==> src/rtl/sprite_mem_pkg.sv <==
// Shared types and defaults for the sprite memory arbiter.
package sprite_mem_pkg;

  localparam int unsigned DEFAULT_ADDR_W       = 14;
  localparam int unsigned DEFAULT_DATA_W       = 12;
  localparam int unsigned DEFAULT_RD_LATENCY   = 2;
  localparam int unsigned DEFAULT_STARVE_LIMIT = 64;
  localparam int unsigned STAT_W               = 16;

  typedef enum logic [1:0] {
    OWN_NONE   = 2'd0,
    OWN_PIX    = 2'd1,
    OWN_AUX_RD = 2'd2
  } owner_t;

  // Owner of the slot issued this cycle; aux writes return nothing.
  function automatic owner_t issue_owner(input logic pix_req,
                                         input logic aux_accept,
                                         input logic aux_we);
    if (pix_req) return OWN_PIX;
    if (aux_accept && !aux_we) return OWN_AUX_RD;
    return OWN_NONE;
  endfunction

endpackage

==> src/rtl/sprite_mem_arbiter_if.sv <==
// Pixel, aux and memory-port signals of the sprite memory arbiter.
interface sprite_mem_arbiter_if
  import sprite_mem_pkg::*;
#(
  parameter int unsigned ADDR_W = DEFAULT_ADDR_W,
  parameter int unsigned DATA_W = DEFAULT_DATA_W
);

  logic              pix_req_in;
  logic [ADDR_W-1:0] pix_addr_in;
  logic              pix_valid_out;
  logic [DATA_W-1:0] pix_data_out;

  logic              aux_req_valid_in;
  logic              aux_req_ready_out;
  logic              aux_we_in;
  logic [ADDR_W-1:0] aux_addr_in;
  logic [DATA_W-1:0] aux_wdata_in;
  logic              aux_rsp_valid_out;
  logic [DATA_W-1:0] aux_rsp_data_out;

  logic [ADDR_W-1:0] mem_addr_out;
  logic              mem_we_out;
  logic [DATA_W-1:0] mem_din_out;
  logic [DATA_W-1:0] mem_dout_in;

  // Requesters and memory side.
  modport master (
    output pix_req_in, pix_addr_in,
    output aux_req_valid_in, aux_we_in, aux_addr_in, aux_wdata_in,
    output mem_dout_in,
    input  pix_valid_out, pix_data_out,
    input  aux_req_ready_out, aux_rsp_valid_out, aux_rsp_data_out,
    input  mem_addr_out, mem_we_out, mem_din_out
  );

  // Arbiter side.
  modport slave (
    input  pix_req_in, pix_addr_in,
    input  aux_req_valid_in, aux_we_in, aux_addr_in, aux_wdata_in,
    input  mem_dout_in,
    output pix_valid_out, pix_data_out,
    output aux_req_ready_out, aux_rsp_valid_out, aux_rsp_data_out,
    output mem_addr_out, mem_we_out, mem_din_out
  );

endinterface

==> src/rtl/sprite_mem_tag_pipe.sv <==
// Fixed-depth shift register carrying the owner of each memory slot.
module sprite_mem_tag_pipe
  import sprite_mem_pkg::*;
#(
  parameter int unsigned DEPTH = 1 + DEFAULT_RD_LATENCY
) (
  input  logic   clk,
  input  logic   rst_n,
  input  owner_t tag_in,
  output owner_t tag_out
);

  owner_t stages [DEPTH];

  // Reset flushes every in-flight tag so no stale response escapes.
  always_ff @(posedge clk or negedge rst_n) begin
    if (!rst_n) begin
      for (int unsigned i = 0; i < DEPTH; i++) stages[i] <= OWN_NONE;
    end else begin
      stages[0] <= tag_in;
      for (int unsigned i = 1; i < DEPTH; i++) stages[i] <= stages[i-1];
    end
  end

  assign tag_out = stages[DEPTH-1];

endmodule

==> src/rtl/sprite_mem_arbiter.sv <==
// Single-port sprite memory arbiter: pixel path has absolute priority,
// aux requests fill idle slots; tracks aux stall statistics.
module sprite_mem_arbiter
  import sprite_mem_pkg::*;
#(
  parameter int unsigned ADDR_W       = DEFAULT_ADDR_W,
  parameter int unsigned DATA_W       = DEFAULT_DATA_W,
  parameter int unsigned RD_LATENCY   = DEFAULT_RD_LATENCY,
  parameter int unsigned STARVE_LIMIT = DEFAULT_STARVE_LIMIT
) (
  input  logic              clk_in,
  input  logic              rst_n_in,
  sprite_mem_arbiter_if.slave bus,
  input  logic              clear_stats_in,
  output logic [STAT_W-1:0] aux_stall_count_out,
  output logic              aux_starved_out
);

  localparam int unsigned PIPE_DEPTH = 1 + RD_LATENCY;
  localparam int unsigned WAIT_W     = $clog2(STARVE_LIMIT + 1);

  logic              aux_accept_c;
  logic              aux_stall_c;
  logic              aux_write_c;
  logic [ADDR_W-1:0] next_addr_c;
  owner_t            tag_issue_c;
  owner_t            tag_out;
  logic [WAIT_W-1:0] wait_count;

  assign aux_accept_c = bus.aux_req_valid_in & ~bus.pix_req_in;
  assign aux_stall_c  = bus.aux_req_valid_in & bus.pix_req_in;
  assign aux_write_c  = aux_accept_c & bus.aux_we_in;

  // Ready is forced low while reset is asserted so nothing is accepted then.
  assign bus.aux_req_ready_out = aux_accept_c & rst_n_in;

  assign next_addr_c = bus.pix_req_in ? bus.pix_addr_in
                     : aux_accept_c   ? bus.aux_addr_in
                     :                  bus.mem_addr_out;

  assign tag_issue_c = issue_owner(bus.pix_req_in, aux_accept_c, bus.aux_we_in);

  // Registered memory port; address holds on idle cycles.
  always_ff @(posedge clk_in or negedge rst_n_in) begin
    if (!rst_n_in) begin
      bus.mem_addr_out <= '0;
      bus.mem_we_out   <= 1'b0;
      bus.mem_din_out  <= '0;
    end else begin
      bus.mem_addr_out <= next_addr_c;
      bus.mem_we_out   <= aux_write_c;
      if (aux_write_c) bus.mem_din_out <= bus.aux_wdata_in;
    end
  end

  sprite_mem_tag_pipe #(
    .DEPTH (PIPE_DEPTH)
  ) u_tag_pipe (
    .clk     (clk_in),
    .rst_n   (rst_n_in),
    .tag_in  (tag_issue_c),
    .tag_out (tag_out)
  );

  // Read data is steered by the tag that lines up with the memory output.
  assign bus.pix_valid_out     = (tag_out == OWN_PIX);
  assign bus.pix_data_out      = (tag_out == OWN_PIX) ? bus.mem_dout_in : DATA_W'(0);
  assign bus.aux_rsp_valid_out = (tag_out == OWN_AUX_RD);
  assign bus.aux_rsp_data_out  = (tag_out == OWN_AUX_RD) ? bus.mem_dout_in : DATA_W'(0);

  // Stall statistics; clear overrides any coincident increment.
  always_ff @(posedge clk_in or negedge rst_n_in) begin
    if (!rst_n_in) begin
      aux_stall_count_out <= '0;
      aux_starved_out     <= 1'b0;
      wait_count          <= '0;
    end else begin
      if (aux_stall_c) begin
        if (wait_count != WAIT_W'(STARVE_LIMIT)) wait_count <= wait_count + WAIT_W'(1);
      end else begin
        wait_count <= '0;
      end

      if (clear_stats_in) begin
        aux_stall_count_out <= '0;
      end else if (aux_stall_c && (aux_stall_count_out != {STAT_W{1'b1}})) begin
        aux_stall_count_out <= aux_stall_count_out + STAT_W'(1);
      end

      if (clear_stats_in) begin
        aux_starved_out <= 1'b0;
      end else if (aux_stall_c && (wait_count >= WAIT_W'(STARVE_LIMIT - 1))) begin
        aux_starved_out <= 1'b1;
      end
    end
  end

endmodule

==> src/flat_wrapper.sv <==
// flat-port wrapper written by rule: the top's interface ports become plain ports
module sprite_mem_arbiter_flat import sprite_mem_pkg::*;
#(
  parameter int unsigned ADDR_W       = DEFAULT_ADDR_W,
  parameter int unsigned DATA_W       = DEFAULT_DATA_W,
  parameter int unsigned RD_LATENCY   = DEFAULT_RD_LATENCY,
  parameter int unsigned STARVE_LIMIT = DEFAULT_STARVE_LIMIT
)
  (clk_in, rst_n_in, clear_stats_in, aux_stall_count_out, aux_starved_out, bus_pix_req_in, bus_pix_addr_in, bus_aux_req_valid_in, bus_aux_we_in, bus_aux_addr_in, bus_aux_wdata_in, bus_mem_dout_in, bus_pix_valid_out, bus_pix_data_out, bus_aux_req_ready_out, bus_aux_rsp_valid_out, bus_aux_rsp_data_out, bus_mem_addr_out, bus_mem_we_out, bus_mem_din_out);
  sprite_mem_arbiter_if #(.ADDR_W(ADDR_W), .DATA_W(DATA_W)) bus_i ();
  input  logic clk_in;
  input  logic rst_n_in;
  input  logic clear_stats_in;
  output logic [STAT_W-1:0] aux_stall_count_out;
  output logic aux_starved_out;
  input wire logic [$bits(bus_i.pix_req_in)-1:0] bus_pix_req_in;
  input wire logic [$bits(bus_i.pix_addr_in)-1:0] bus_pix_addr_in;
  input wire logic [$bits(bus_i.aux_req_valid_in)-1:0] bus_aux_req_valid_in;
  input wire logic [$bits(bus_i.aux_we_in)-1:0] bus_aux_we_in;
  input wire logic [$bits(bus_i.aux_addr_in)-1:0] bus_aux_addr_in;
  input wire logic [$bits(bus_i.aux_wdata_in)-1:0] bus_aux_wdata_in;
  input wire logic [$bits(bus_i.mem_dout_in)-1:0] bus_mem_dout_in;
  output wire logic [$bits(bus_i.pix_valid_out)-1:0] bus_pix_valid_out;
  output wire logic [$bits(bus_i.pix_data_out)-1:0] bus_pix_data_out;
  output wire logic [$bits(bus_i.aux_req_ready_out)-1:0] bus_aux_req_ready_out;
  output wire logic [$bits(bus_i.aux_rsp_valid_out)-1:0] bus_aux_rsp_valid_out;
  output wire logic [$bits(bus_i.aux_rsp_data_out)-1:0] bus_aux_rsp_data_out;
  output wire logic [$bits(bus_i.mem_addr_out)-1:0] bus_mem_addr_out;
  output wire logic [$bits(bus_i.mem_we_out)-1:0] bus_mem_we_out;
  output wire logic [$bits(bus_i.mem_din_out)-1:0] bus_mem_din_out;
  assign bus_i.pix_req_in = bus_pix_req_in;
  assign bus_i.pix_addr_in = bus_pix_addr_in;
  assign bus_i.aux_req_valid_in = bus_aux_req_valid_in;
  assign bus_i.aux_we_in = bus_aux_we_in;
  assign bus_i.aux_addr_in = bus_aux_addr_in;
  assign bus_i.aux_wdata_in = bus_aux_wdata_in;
  assign bus_i.mem_dout_in = bus_mem_dout_in;
  assign bus_pix_valid_out = bus_i.pix_valid_out;
  assign bus_pix_data_out = bus_i.pix_data_out;
  assign bus_aux_req_ready_out = bus_i.aux_req_ready_out;
  assign bus_aux_rsp_valid_out = bus_i.aux_rsp_valid_out;
  assign bus_aux_rsp_data_out = bus_i.aux_rsp_data_out;
  assign bus_mem_addr_out = bus_i.mem_addr_out;
  assign bus_mem_we_out = bus_i.mem_we_out;
  assign bus_mem_din_out = bus_i.mem_din_out;
  sprite_mem_arbiter #(.ADDR_W(ADDR_W), .DATA_W(DATA_W), .RD_LATENCY(RD_LATENCY), .STARVE_LIMIT(STARVE_LIMIT)) u_core (.clk_in(clk_in), .rst_n_in(rst_n_in), .bus(bus_i), .clear_stats_in(clear_stats_in), .aux_stall_count_out(aux_stall_count_out), .aux_starved_out(aux_starved_out));
endmodule
==> config.mk <==
export PLATFORM = sky130hd
export DESIGN_NAME = sprite_mem_arbiter_flat
export DESIGN_NICKNAME = d
export VERILOG_FILES = /design/src/rtl/sprite_mem_pkg.sv /design/src/rtl/sprite_mem_arbiter_if.sv /design/src/rtl/sprite_mem_tag_pipe.sv /design/src/rtl/sprite_mem_arbiter.sv /design/src/flat_wrapper.sv
export SDC_FILE = /design/constraint.sdc
export NUM_CORES = 1
export LEC_CHECK = 0
export ABC_AREA = 1
export CAP_MARGIN = 20
export CORE_MARGIN = 2
export CORE_UTILIZATION = 40
export DETAILED_ROUTE_END_ITERATION = 7
export DONT_BUFFER_PORTS = 1
export MAX_ROUTING_LAYER = met4
export SLEW_MARGIN = 25
export SYNTH_ARGS = -nofsm -noshare
export SYNTH_HDL_FRONTEND = slang
export SYNTH_SLANG_ARGS = --single-unit
==> constraint.sdc <==
create_clock -name clk_in -period 4.6 [get_ports clk_in]
set_input_delay 0.92 -clock clk_in [delete_from_list [all_inputs] [get_ports clk_in]]
set_output_delay 0.92 -clock clk_in [all_outputs]
set_load 0.005 [all_outputs]
==> flow_summary.yaml <==
sta:
  setup_viol: 0
  fin_crit_sh_pct: 50.6
  tightest_slew_ns: 0.852
  maxSlewHeadroom_pct: 43.0
  fin_crit_ns: 2.33
  hold_viol: 0
  finalSetupTns_ns: 0
  hold_slack_ns: 0.284
  final.setup.worst_slack_ns: 2.27
  fmax_mhz: 430
  drv_slew: 0
  rsz0062_at_grt: "false"
  finClkSkew_ns: 0.00670
global_route:
  grt_pass1_wl_mm: 10.3
  antenna_found_initial: 0
  grt_util_all_layers_pct: 17.6
  overflow: 0
  grt_pass1_vias: 2263
  grt_start_max_net_pins: 59
drt:
  viasPerCell: 4.90
  num_vias: 2403
  drt_iter0_drc: 146
  wl_per_cell_um: 12.8
  drt_pass1_iterations: 4
  routed_wl_mm: 6.28
  ant_nets: 0
  drc_errors: 0
floorplanning:
  ios: 129
  die_w_um: 88.7
  initial_core_util_pct: 41.8
  row_count: 30
  core_um2: 6870
  dieArea_um2: 7880
  die_y_um: 88.7
logic_synthesis:
  postSynthAreaPerCell_um2: 7.37
  ys_seq_area_share_pct: 49.7
  yosys_warnings: 0
  synth_seq_cells: 57
  ys_types: 21
  syn_inst: 390
  syn-num-nets: 451
  netlist_area_um2: 2870
setup_path:
  path_max_fanout: 16
  critPathKind: "in2out"
  r2r_slack_ns: 2.79
  crit_end: "bus_aux_req_ready_out"
  critPathRequiredTime_ns: 3.68
  startpoint_type: "input port"
  reg2reg_depth: 9
  endpoint_kind: "output port"
  critPathLaunch: "bus_aux_req_valid_in"
  worstReg2RegStart: "u_core.aux_stall_count_out[0]$_DFFE_PN0P_"
  r2r_end: "u_core.aux_stall_count_out[6]$_DFFE_PN0P_"
  cp_data_arrival_time_ns: 1.41
finish:
  n_antenna_cell: 0
  layout_common_cells: "144 x nand2_1, 57 x dfrtp_1, 53 x nor2_1"
  area_growth_syn_to_layout_pct: 8.97
  nNetsFinal: 452
  drive_gt1_share_pct: 5.84
  fillers: 685
  layout_commonest_cell: "nand2_1"
placed_design:
  numPortBuffers: 0
  preCtsSetupSlack_ns: 2.28
  routabilityCongestion: 0.779
  hpwl_mm: 4.52
run:
  drv_cap: 0
clock_network:
  cts_resized: 0
  htree_levels: 3
  clockBufferDepth: 2
  clock_latency_ns: 0.33
  cts.clk_slew.worst_paths_ns: 0.06
  cts_num_sinks: 57
  ctsHoldBuffers: 0
  cts_inserted_buffers: 9
  cts_root_buf: "clkbuf_8"
  cts_tree: "done"
  cts_setup_buffers: 0
power_and_ir_drop:
  p_per_area_nw_per_um2: 343
  ir_worst_vdd_mv: 0.194
  total_power_mw: 1.07
  p_leak_nw: 1.63
status:
  status: "finished, final reports clean"
worst_hold_path:
  min_path_type: "in2async"
==> how the worst min path moves through the flow <==
stage | startpoint | endpoint | cells after the start
2_1_floorplan | u_core.u_tag_pipe.stages[4]$_DFF_PN0_ | u_core.u_tag_pipe.stages[2]$_DFF_PN0_ | 0
3_3_place_gp | u_core.u_tag_pipe.stages[2]$_DFF_PN0_ | u_core.u_tag_pipe.tag_out[0]$_DFF_PN0_ | 0
3_5_place_dp | u_core.u_tag_pipe.stages[3]$_DFF_PN0_ | u_core.u_tag_pipe.tag_out[1]$_DFF_PN0_ | 0
4_1_cts | rst_n_in | u_core.aux_stall_count_out[13]$_DFFE_PN0P_ | 0
5_1_grt | rst_n_in | u_core.aux_stall_count_out[15]$_DFFE_PN0P_ | 0
6_report | rst_n_in | u_core.wait_count[5]$_DFFE_PN0P_ | 0
==> registers in the layout, summed over array words and instances, names as in the netlist <==
name	cells
u_core.aux_stall_count_out	16
u_core.bus.mem_addr_out	14
u_core.bus.mem_din_out	12
u_core.wait_count	7
u_core.u_tag_pipe.stages	4
u_core.u_tag_pipe.tag_out	2
u_core.aux_starved_out	1
u_core.bus.mem_we_out	1
==> per-stage QoR <==
| step | utilization, % | area (um2) | instances |
|---|---|---|---|
| after floorplan | - | 2870 | 390 |
| after global placement | 42.9 | 2950 | 476 |
| after detailed placement | 42.9 | 2950 | 476 |
| after CTS | 45.6 | 3130 | 490 |
| after global routing | 45.6 | 3130 | 490 |
| final | 45.6 | 3130 | 490 |
==> critical path: stages <==
cell and delay (ns):
inv_1 0.02, nor2_2 0.06, buf_4 0.21, inv_1 0.07, nor2_1 0.12
==> metal layers <==
layer / routed length, um / GRT usage (%)
met1: 2970 / 23.6
met2: 2750 / 24.8
met3: 437 / 4.01
met4: 116 / 9.09
met5: 0 / -
==> cell families (layout without fill, tap and decap cells) <==
group	count (synthesis)	count (layout)	share of synthesized area (%)
xor gates and xnor gates	2	2	0.610
buffers and inverters	57	61	7.84
DFF	57	57	49.7
adders and majority gates	3	3	1.31
AOI/OAI and AO/OA	19	19	3.31
and+or+nand+nor	252	252	37.3
==> final cells by class <==
cell class / instances / area, um2 / share of cell area, %
inverter: 46 / 173 / 5.52
multi-input combinational: 276 / 1220 / 39.0
timing repair buffer: 1 / 7.51 / 0.240
sequential: 57 / 1430 / 45.6
clock buffer: 10 / 138 / 4.40
tap: 96 / 120 / 3.84
clock inverter: 4 / 45.0 / 1.44
==> power by group <==
group	total [mW]	switching [mW]	leakage, nW	internal [mW]
logic	0.0660	0.0431	0.787	0.0229
registers	0.562	0.0277	0.742	0.535
clock network	0.444	0.188	0.0978	0.256
==> synthesized netlist by cell type, drive strengths merged <==
| cell type | instances | area share (%) |
|---|---|---|
| nor3 | 2 | 0.35 |
| a21oi | 9 | 1.6 |
| ha | 3 | 1.3 |
| nor2 | 59 | 9.1 |
| inv | 46 | 6.0 |
| dfrtp | 57 | 50 |
| nand3b | 1 | 0.26 |
| nand2 | 145 | 19 |
| clkbuf | 7 | 0.91 |
| o21ai | 10 | 1.7 |
| nand3 | 33 | 5.7 |
| buf | 4 | 0.91 |
| nand4 | 11 | 2.4 |
| xor2 | 2 | 0.61 |
| nor4 | 1 | 0.22 |
No activity file was read; power rests on OpenSTA's default activity.
